<file path="config.mk">
export PLATFORM = sky130hd
export DESIGN_NAME = fir_stream_ctrl
export DESIGN_NICKNAME = d
export VERILOG_FILES = /design/src/rtl/fir_stream_ctrl.sv
export SDC_FILE = /design/constraint.sdc
export NUM_CORES = 1
export LEC_CHECK = 0
export ABC_CLOCK_PERIOD_IN_PS = 1850
export BUFFER_PORTS_ARGS = -buffer_cell sky130_fd_sc_hd__clkbuf_2
export CAP_MARGIN = 10
export CORE_MARGIN = 3
export CORE_UTILIZATION = 50
export DETAILED_ROUTE_END_ITERATION = 6
export GPL_TIMING_DRIVEN = 0
export PLACE_DENSITY = 0.75
export SKIP_LAST_GASP = 1
export SLEW_MARGIN = 20
export SYNTH_ARGS = -nofsm -noshare
export SYNTH_HDL_FRONTEND = slang
export SYNTH_SLANG_ARGS = --single-unit
</file>
<file path="constraint.sdc">
create_clock -name ap_clk -period 1.85 [get_ports ap_clk]
set_input_delay 0 -clock ap_clk [delete_from_list [all_inputs] [get_ports ap_clk]]
set_output_delay 0 -clock ap_clk [all_outputs]
set_load 0.01 [all_outputs]
</file>
<file path="src/rtl/fir_stream_ctrl.sv">
// Streaming byte front/back-end for the fir HLS core: sequences ap_ctrl_hs per
// input sample, buffers 16-bit results and returns them as byte pairs.
module fir_stream_ctrl #(
  parameter int DEPTH     = 4,
  parameter bit MSB_FIRST = 1'b1
) (
  input  logic        ap_clk,
  input  logic        ap_rst_n,
  input  logic [7:0]  s_data,
  input  logic        s_valid,
  output logic        s_ready,
  output logic        fir_rst,
  output logic        fir_start,
  output logic [7:0]  fir_x,
  input  logic        fir_ready,
  input  logic        fir_done,
  input  logic        fir_idle,
  input  logic [15:0] fir_y,
  input  logic        fir_y_vld,
  output logic [7:0]  m_data,
  output logic        m_valid,
  input  logic        m_ready,
  output logic        busy,
  output logic        ovf,
  output logic [1:0]  dbg_state
);

  // Handshakes: a transfer happens on a rising edge where valid & ready are
  // both high; valid never waits on ready, and data is held while valid & ~ready.

  localparam int PW = (DEPTH > 1) ? $clog2(DEPTH) : 1;
  localparam int CW = PW + 1;
  localparam logic [CW-1:0] DEPTH_C = CW'(DEPTH);

  typedef enum logic [1:0] {
    IDLE  = 2'd0,
    START = 2'd1,
    WAIT  = 2'd2
  } state_t;

  state_t        state, state_next;
  logic [1:0]    rst_sync;
  logic          s_accept;
  logic [15:0]   mem [DEPTH];
  logic [PW-1:0] wr_ptr, rd_ptr;
  logic [CW-1:0] count;
  logic          byte_sel;
  logic          full, push_req, push, pop;
  logic [15:0]   head;
  logic [7:0]    first_byte, second_byte;

  // Core reset asserts immediately, releases on the 2nd edge after ap_rst_n rises.
  always_ff @(posedge ap_clk or negedge ap_rst_n) begin
    if (!ap_rst_n) rst_sync <= 2'b00;
    else           rst_sync <= {rst_sync[0], 1'b1};
  end

  assign fir_rst = ~rst_sync[1];

  assign full    = (count == DEPTH_C);
  assign s_ready = (state == IDLE) & ~fir_rst & (count < DEPTH_C);

  always_comb begin
    state_next = state;
    s_accept   = 1'b0;
    case (state)
      IDLE: begin
        if (s_valid && s_ready) begin
          s_accept   = 1'b1;
          state_next = START;
        end
      end
      START: begin
        if (fir_ready) state_next = fir_done ? IDLE : WAIT;
      end
      WAIT: begin
        if (fir_done) state_next = IDLE;
      end
      default: state_next = IDLE;
    endcase
    if (fir_rst) state_next = IDLE;
  end

  always_ff @(posedge ap_clk or negedge ap_rst_n) begin
    if (!ap_rst_n) begin
      state     <= IDLE;
      fir_start <= 1'b0;
      fir_x     <= 8'h00;
    end else begin
      state     <= state_next;
      fir_start <= (state_next == START);
      if (s_accept) fir_x <= s_data;
    end
  end

  // Results are captured whenever the core flags them, regardless of FSM state.
  assign push_req = fir_y_vld & ~fir_rst;
  assign pop      = m_valid & m_ready & byte_sel;
  assign push     = push_req & (~full | pop);

  always_ff @(posedge ap_clk) begin
    if (push) mem[wr_ptr] <= fir_y;
  end

  always_ff @(posedge ap_clk or negedge ap_rst_n) begin
    if (!ap_rst_n) begin
      wr_ptr   <= '0;
      rd_ptr   <= '0;
      count    <= '0;
      byte_sel <= 1'b0;
      ovf      <= 1'b0;
    end else begin
      if (push) wr_ptr <= wr_ptr + PW'(1);
      if (pop)  rd_ptr <= rd_ptr + PW'(1);
      case ({push, pop})
        2'b10:   count <= count + CW'(1);
        2'b01:   count <= count - CW'(1);
        default: count <= count;
      endcase
      if (m_valid && m_ready) byte_sel <= ~byte_sel;
      if (push_req && full && !pop) ovf <= 1'b1;
    end
  end

  assign head        = mem[rd_ptr];
  assign first_byte  = MSB_FIRST ? head[15:8] : head[7:0];
  assign second_byte = MSB_FIRST ? head[7:0]  : head[15:8];

  assign m_valid   = (count != '0);
  assign m_data    = m_valid ? (byte_sel ? second_byte : first_byte) : 8'h00;
  assign busy      = (state != IDLE) | ~fir_idle;
  assign dbg_state = state;

endmodule
</file>
# == Yosys cells after proc, flatten, opt, wreduce, memory -nomap -nowiden ==
# Memories as Yosys holds them, arrays and structs flattened.
# Cells that the tools add are included.
# word_totals
reg_bits,22
ramBits,64
inputBits,32
n_memories,1
# memory_table
name,depth,word_bits,read_ports,rd_clocked_by_memory_dff,write_ports,line,rtl
mem,4,16,1,0,1,44,logic [15:0] mem [DEPTH];
# classes
addsub,4
magnitude_cmp,1
n_eq_ne,6
muxes,13
bitwise,12
reduce_logical,9
# ops
cell,n
8-bit 2-to-1 mux,2
2-bit 2-to-1 mux,5
1-bit bitwise AND,6
2-bit by 1-bit == test with 1-bit output (second input constant),3
2-bit one-hot mux with 3 select lines,1
3-bit one-hot mux with 2 select lines,1
2-bit by 1-bit adder with 2-bit output (second input constant),2
2-bit == test (second input constant),2
1-bit logical AND,4
1-bit 2-to-1 mux,4
1-bit inverter,4
2-bit nonzero test,2
3-bit by 1-bit adder with 3-bit output (second input constant),1
3-bit == test (second input constant),1
3-bit < comparator (second input constant),1
3-bit nonzero test,1
3-bit by 1-bit subtractor with 3-bit output (second input constant),1
2-bit zero test,1
1-bit bitwise OR,2
1-bit zero test,1

# == Depth between registers and ports, before layout ==
# Gate-level depths: netlist of run 1.
# depth
word_depth,8
ltp_mapped,9

# == Worst setup path after synthesis of run 1 ==
# Ideal clock, no wire load.
# synth_timing
kind,register to register
start,reg count[2]
end,reg count[2]
setup_ns,0.128
arrival_ns,1.758
setup_slack_ns,-0.036
path_stages_with_launch,9
synth_period_minus_slack_ns,1.886
path_cell_list,dfrtp_1 or3_1 and3_1 ha_1 inv_1 fa_1 xor2_1 nor2_1 xor2_1
# synth_via
elab_chain_cells,7
word_cells_on_any_way,13
classes_between,2 x add/sub; 3 x eq/ne; 1 x mux; 5 x bitwise; 2 x reduce/logical
# synth_lines
element,line,rtl
start: declaration,46,logic [CW-1:0] count;
start signal: assignment,116,2'b10: count <= count + CW'(1);
start signal: assignment,117,2'b01: count <= count - CW'(1);
start signal: assignment,118,default: count <= count;
3-bit nonzero test (*),129,assign m_valid = (count != '0);
1-bit bitwise AND (*) (2 in a row),98,assign pop = m_valid & m_ready & byte_sel;
named net pop,48,"logic full, push_req, push, pop;"
1-bit bitwise OR,99,assign push = push_req & (~full | pop);
1-bit bitwise AND,99,
2-bit by 1-bit == test with 1-bit output or 2-bit == test (tied branches),115,"case ({push, pop})"
3-bit one-hot mux with 2 select lines or 2-bit nonzero test (tied branches),-,
# Mark *: on every way through the listed nets, which the timed path passes. The rest lies on a longest branch.
# A chain may end at the register's enable or synchronous reset.

# == Worst setup path after layout of run 1 ==
# layout_timing
start,reg count[1]
end,reg count[2]
# Same word-level chain as after synthesis.

==> flow_summary.toml, run 1 <==
[cells_and_area]
fillers = 464
area_growth_pct = 28.58
final_common_cell = "edfxtp_1"
final_cell_area_sq_mm = 0.004469
multi_input_area_sq_um = 987.2
n_antenna_cell = 0
seq_area_sq_mm = 0.002476
final_cell_mix = "edfxtp_1, clkbuf_2, mux2i_1"
final_cells = 393
num-nets-final = 349
drive_above_1_share_pct = 35.13

[routing]
drc_errors = 0
drtAntennaViolNets = 0
drt_wl_total_um = 6857
vias = 2086
routed_via_density = 5.308
drt_iter0_markers = 168
firstDrtPassIters = 4
avgRoutedWirePerCell_um = 17.45

[worst_hold_path]
hold_end = "fir_start"
hold_depth = 3
hp-start = "s_valid"
min_path_type = "in2reg"

[sta]
timing.fmax_mhz = 529.6
holdWs_ns = 0.08212
clock-skew-final_ns = 0.005145
slew_headroom_pct = 64.21
period_share_pct = 102.1
fin_ws_ns = -0.03835
hold_viol_final = 0
layout_min_cycle_time_ns = 1.888
rsz0062_at_grt = "true"
setup_viol = 2
fin_setup_tns_ns = -0.04464
maxSlewViolCount = 0
worstMarginPinSlew_ns = 0.5369

[pwr]
p_total_mw = 6.445
pwr-share-clk_pct = 21.9
vdd_ir_drop_max_mv = 0.6781
comb_power_share_pct = 37.2
switching_power_mw = 2.112
power_frac_seq_pct = 40.9
power.internal_mw = 4.333
power_density_mw_per_mm2 = 1442
p_leak_nw = 1.819
switching_share_pct = 32.77

[critical_path]
crit_path_max_incr_delay_ns = 0.43
reg2reg_slack_ns = -0.04
crit_chain = "or3_4 > and3_4 > ha_4 > inv_2 > fa_2 > xor2_1 > nor2_1 > xor2_1"
timing.rr.start = "count[1]"
cp.arrival_ns = 2.12
crit_path_frequent_cell = "xor2_1"
crit_path_start_kind = "flip-flop"
r2r-end = "count[2]"
crit_fanout = 3
worstPathRequired_ns = 2.08
reg2reg_depth = 8
crit_path_end_kind = "flip-flop"
path_class = "reg2reg"
crit_slowest_cell = "dfrtp_1"

[logic_synthesis]
synth_area_leaders = "edfxtp_1, dfrtp_1, mux2i_1"
synth_area_leader_cell = "edfxtp_1"
async_flop_share_pct = 25.58
synth_edf_count = 64
syn_area_per_cell_sq_um = 16.47
synthesis.area_sq_mm = 0.003476
syn-num-nets = 249
yosysSeqAreaShare_pct = 71.13
ys_types = 32
synth_seq_cells = 86
synth_top_area_share_pct = 55.29
synthFlopType = "edfxtp_1"
synth_cells = 211
yosys_warnings = 0

[global_routing]
grt_pass1_vias = 2123
antenna_found_initial = 0
grt_max_degree = 23
gr-usage-all-layers_pct = 18.55
overflow = 0
grt_pass1_wl_um = 10550

[status]
violations = "setup timing"
status = "complete, but fails checks"

[clock_tree]
clock-sinks = 86
cts_tree = "done"
clk_pin_slew_ns = 0.08
cts-root-buf = "clkbuf_8"
cts_buffers = 9
clk_path_buf_depth = 2
clock_latency_ns = 0.34
cts_htree_levels = 3

[flow_run]
cap_violations = 0

[floorplanning]
pin_count = 56
die_y_um = 89.38
rows = 29
die_w_um = 89.38
dieArea_sq_mm = 0.007988
core_sq_mm = 0.006531
start_util_pct = 53.22

[place]
place_hpwl_um = 4120
dp_cells = 343
place_congestion = 0.7450
port_buffers = 55
place_area_sq_mm = 0.003852
cells in the mapped netlist, drive strengths merged (3+ instances only):
cell type / n
edfxtp: 64
mux2i: 33
dfrtp: 22
a22oi: 16
and3: 9
mux2: 9
inv: 7
buf: 6
nand2: 6
and2: 5
ha: 5
nor2: 4
xnor2: 4
xor2: 3
worst max-delay path: cells and delay by family, from the launching register on:
family / cells / cell delay (ns)
xor+xnor: 2 / 0.28
fa+ha+maj: 2 / 0.35
buf+inv: 1 / 0.05
flops: 1 / 0.43
simple gates: 3 / 0.66
area by class of cell:
type | instances | area share (%)
inverter | 7 | 0.5879
timing repair buffer | 90 | 13.66
clock buffer | 9 | 2.772
clock inverter | 7 | 2.156
sequential | 86 | 55.40
multi-input combinational | 110 | 22.09
tap | 77 | 2.156
buffer | 7 | 1.176
metal layers:
layer,up-vias,GRT usage [%],wire length (um)
li1,992,-,-
met5,-,0,0
met4,0,7.172,89
met2,48,32.02,3587
met1,1035,22.56,2874
met3,11,4.424,306
stage by stage:
stage	setup WS, ns	util [%]
2_1_floorplan	0.0007147	-
3_3_place_gp	-0.3367	58.98
3_5_place_dp	-0.3990	58.98
4_1_cts	-0.01737	68.14
5_1_grt	-0.09661	68.43
6_report	-0.03835	68.43
registers in the layout (all words and copies together) (netlist names):
register   count
fir_x          8
wr_ptr         2
ovf            1
fir_start      1
byte_sel       1
rst_sync       2
count          3
dbg_state      2
rd_ptr         2
mem           64
what timing repair did:
item,in CTS,in global routing
setup buffers,5,1
endpoints found under the hold margin,100,0
pin swaps,8,1
gates resized for setup,18,3
endpoints found under the setup margin,74,7
hold buffers,29,0
worst max path at each step:
stage / startpoint / endpoint / slack, ns / cells past startpoint
2_1_floorplan: count[0] / count[2] / 0.0007 / 8
5_1_grt: count[1] / count[2] / -0.1 / 9
3_3_place_gp: byte_sel / mem[1][4] / -0.34 / 3
4_1_cts: count[1] / count[2] / -0.02 / 8
3_5_place_dp: byte_sel / mem[1][14] / -0.40 / 3
6_report: count[1] / count[2] / -0.04 / 8
kinds of logic after synthesis:
group | count (synthesis) | synth area share [%]
compound gates | 21 | 4.284
xor+xnor | 7 | 1.764
flops | 86 | 71.13
fa+ha+maj | 6 | 2.376
simple gates | 33 | 5.903
mux | 42 | 12.42
other cells | 1 | 0.1079
buf+inv | 15 | 2.016
power groups by stage:
stage / sequential [mW] / combinational, mW / clock, mW
2_1_floorplan: 2.68 / 1.39 / 0
3_3_place_gp: 2.64 / 2.10 / 0
3_5_place_dp: 2.66 / 2.15 / 0
4_1_cts: 2.63 / 2.36 / 1.44
5_1_grt: 2.68 / 2.59 / 1.53
6_report: 2.64 / 2.40 / 1.41
No activity file was read; power rests on OpenSTA's default activity.
==> inputs of run 2 (changes only) <==
Settings changed: ABC_AREA set to 1, CORE_UTILIZATION 50 to 51.
==> flow_summary.toml, run 2 <==
[status]
status = "complete, but fails checks"
violations = "setup timing"

[logic_synthesis]
syn_area_per_cell_sq_um = 10.65
synth_area_leader_cell = "edfxtp_1"
synth_seq_cells = 86
ys_top_cells_by_count = "nand2_1, edfxtp_1, inv_1"
yosys_warnings = 0
synth_cells = 357
synthFlopType = "edfxtp_1"
synth_top_area_share_pct = 50.56
synth_area_leaders = "edfxtp_1, dfrtp_1, nand2_1"
synthesis.area_sq_mm = 0.003801
syn-num-nets = 395
yosysMostFrequentCell = "nand2_1"
synth_edf_count = 64
async_flop_share_pct = 25.58
yosysSeqAreaShare_pct = 65.04
ys_types = 28

[routing]
drt_iter0_markers = 207
drt_wl_total_um = 8388
drtAntennaViolNets = 0
vias = 2754
routed_via_density = 4.866
avgRoutedWirePerCell_um = 14.82
drc_errors = 0
firstDrtPassIters = 4

[global_routing]
antenna_found_initial = 0
grt_pass1_vias = 2926
gr-usage-all-layers_pct = 20.78
overflow = 0
grt_max_degree = 23
grt_pass1_wl_um = 13480

[clock_tree]
cts_htree_levels = 3
cts_buffers = 9
clk_pin_slew_ns = 0.08
cts-root-buf = "clkbuf_8"
clk_path_buf_depth = 2
cts_tree = "done"
clock-sinks = 86
clock_latency_ns = 0.35

[floorplanning]
pin_count = 56
rows = 30
dieArea_sq_mm = 0.008525
die_y_um = 92.33
start_util_pct = 54.15
core_sq_mm = 0.007019
die_w_um = 92.33

[cells_and_area]
final_cell_mix = "nand2_1, edfxtp_1, clkbuf_2"
num-nets-final = 503
largest_register = "mem"
multi_input_area_sq_mm = 0.001056
seq_area_sq_mm = 0.002472
n_antenna_cell = 0
fillers = 504
largest_reg_flops = 64
final_cell_area_sq_mm = 0.004803
final_common_cell = "nand2_1"
reg_top3 = "mem x64, fir_x x8, count x3"
drive_above_1_share_pct = 25.11
area_growth_pct = 26.37

[sta]
setup_viol = 65
fin_setup_tns_ns = -5.738
timing.fmax_mhz = 499.7
hold_viol_final = 0
fin_ws_ns = -0.1511
worstMarginPinSlew_ns = 1.008
clock-skew-final_ns = 0.01516
maxSlewViolCount = 0
layout_min_cycle_time_ns = 2.001
period_share_pct = 108.2
slew_headroom_pct = 32.70
rsz0062_at_grt = "true"

[worst_hold_path]
min_path_type = "in2reg"

[critical_path]
crit_path_max_incr_delay_ns = 0.43
cp.arrival_ns = 2.23
reg2reg_slack_ns = -0.15
path_class = "reg2reg"
crit_chain = "nor2_4 > o211ai_4 > nand2_4 > buf_6 > ha_4 > inv_4 > fa_2 > a21oi_2 > o21ai_1 > xor2_1"
cp_num_buf_inv = 2
crit_path_start_kind = "flip-flop"
crit_slowest_cell = "dfrtp_1"
crit_path_end_kind = "flip-flop"
worstPathRequired_ns = 2.08
critPathTopFamily = "adder cells"
crit_fanout = 6

[pwr]
p_leak_nw = 2.188
power_density_mw_per_mm2 = 1421
vdd_ir_drop_max_mv = 0.5906

[flow_run]
cap_violations = 0

[place]
port_buffers = 55
place_area_sq_mm = 0.004204
place_congestion = 0.8439
place_hpwl_um = 5180
## run 2: changes by cell type after synthesis, sizes merged, moves of 11 or more
cell | before | now
mux2i | 33 | 0
a21oi | 2 | 13
nor2 | 4 | 25
a22oi | 16 | 0
nand3 | 2 | 19
nand2 | 6 | 134
inv | 7 | 41
## run 2: where the power goes
| group | total [mW] | leakage [nW] | switching (mW) | internal [mW] |
|---|---|---|---|---|
| registers | 2.59 | 0.850 | 0.171 | 2.42 |
| clock network | 1.23 | 0.0991 | 0.659 | 0.570 |
| logic | 3.01 | 1.24 | 1.81 | 1.19 |
## run 2: per-layer routing
layer	wire, um	GRT usage, %	share of wire, %	vias up
li1	-	-	-	1359
met1	3442	24.93	41	1297
met2	4312	36.01	51	82
met3	461	4.062	5.5	16
met4	172	9.653	2.1	0
met5	0	0	0	-
## run 2: area by class of cell
class,instances,area share [%]
plain buffers,13,2.683
repair buffers,97,13.94
flip-flops and latches,86,51.47
inverters,42,3.595
clock buffers,11,3.178
multi-input cells,216,21.98
clock inverters,5,0.6512
well taps,96,2.501
## run 2: cell families after synthesis
group,after synthesis,share of synthesized area [%]
flops,86,65.04
buf+inv,55,7.801
fa+ha+maj,6,2.173
simple gates,181,20.41
other cells,1,0.09865
xor+xnor,3,0.6914
compound gates,25,3.785
## run 2: tightest hold or removal path, delay by kind of cell
family / cells / cell delay, ns
and+or+nand+nor: 3 / 0.23
buffers and inverters: 1 / 0.10
## run 2: final timing paths
path,cells after the start,to,startpoint
setup / recovery,10,count[2],count[0]
hold / removal,4,byte_sel,m_ready
setup reg to reg,10,count[2],count[0]
hold reg to reg,0,rst_sync[1],rst_sync[0]
max in group asynchronous,2,byte_sel,ap_rst_n
min in group asynchronous,2,wr_ptr[0],ap_rst_n
## run 2: per-stage QoR
stage | hold slack [ns] | cells | utilization [%] | power, mW | setup WS, ns
6_report | 0.04046 | 566 | 68.43 | 6.826 | -0.1511
2_1_floorplan | -0.2956 | 357 | - | 4.475 | 0.01353
5_1_grt | 0.04505 | 566 | 68.43 | 7.300 | -0.2173
4_1_cts | 0.02633 | 562 | 68.00 | 6.756 | -0.1597
3_3_place_gp | 0.005813 | 508 | 59.89 | 5.272 | -0.2595
3_5_place_dp | 0.009383 | 508 | 59.89 | 5.362 | -0.2998
## run 2: repair_timing
item / CTS / global route
pin swaps: 6 / 7
endpoints found under the hold margin: 99 / 0
hold buffers: 30 / 0
resized for setup: 8 / 1
endpoints found under the setup margin: 66 / 67
setup buffers: 8 / 5
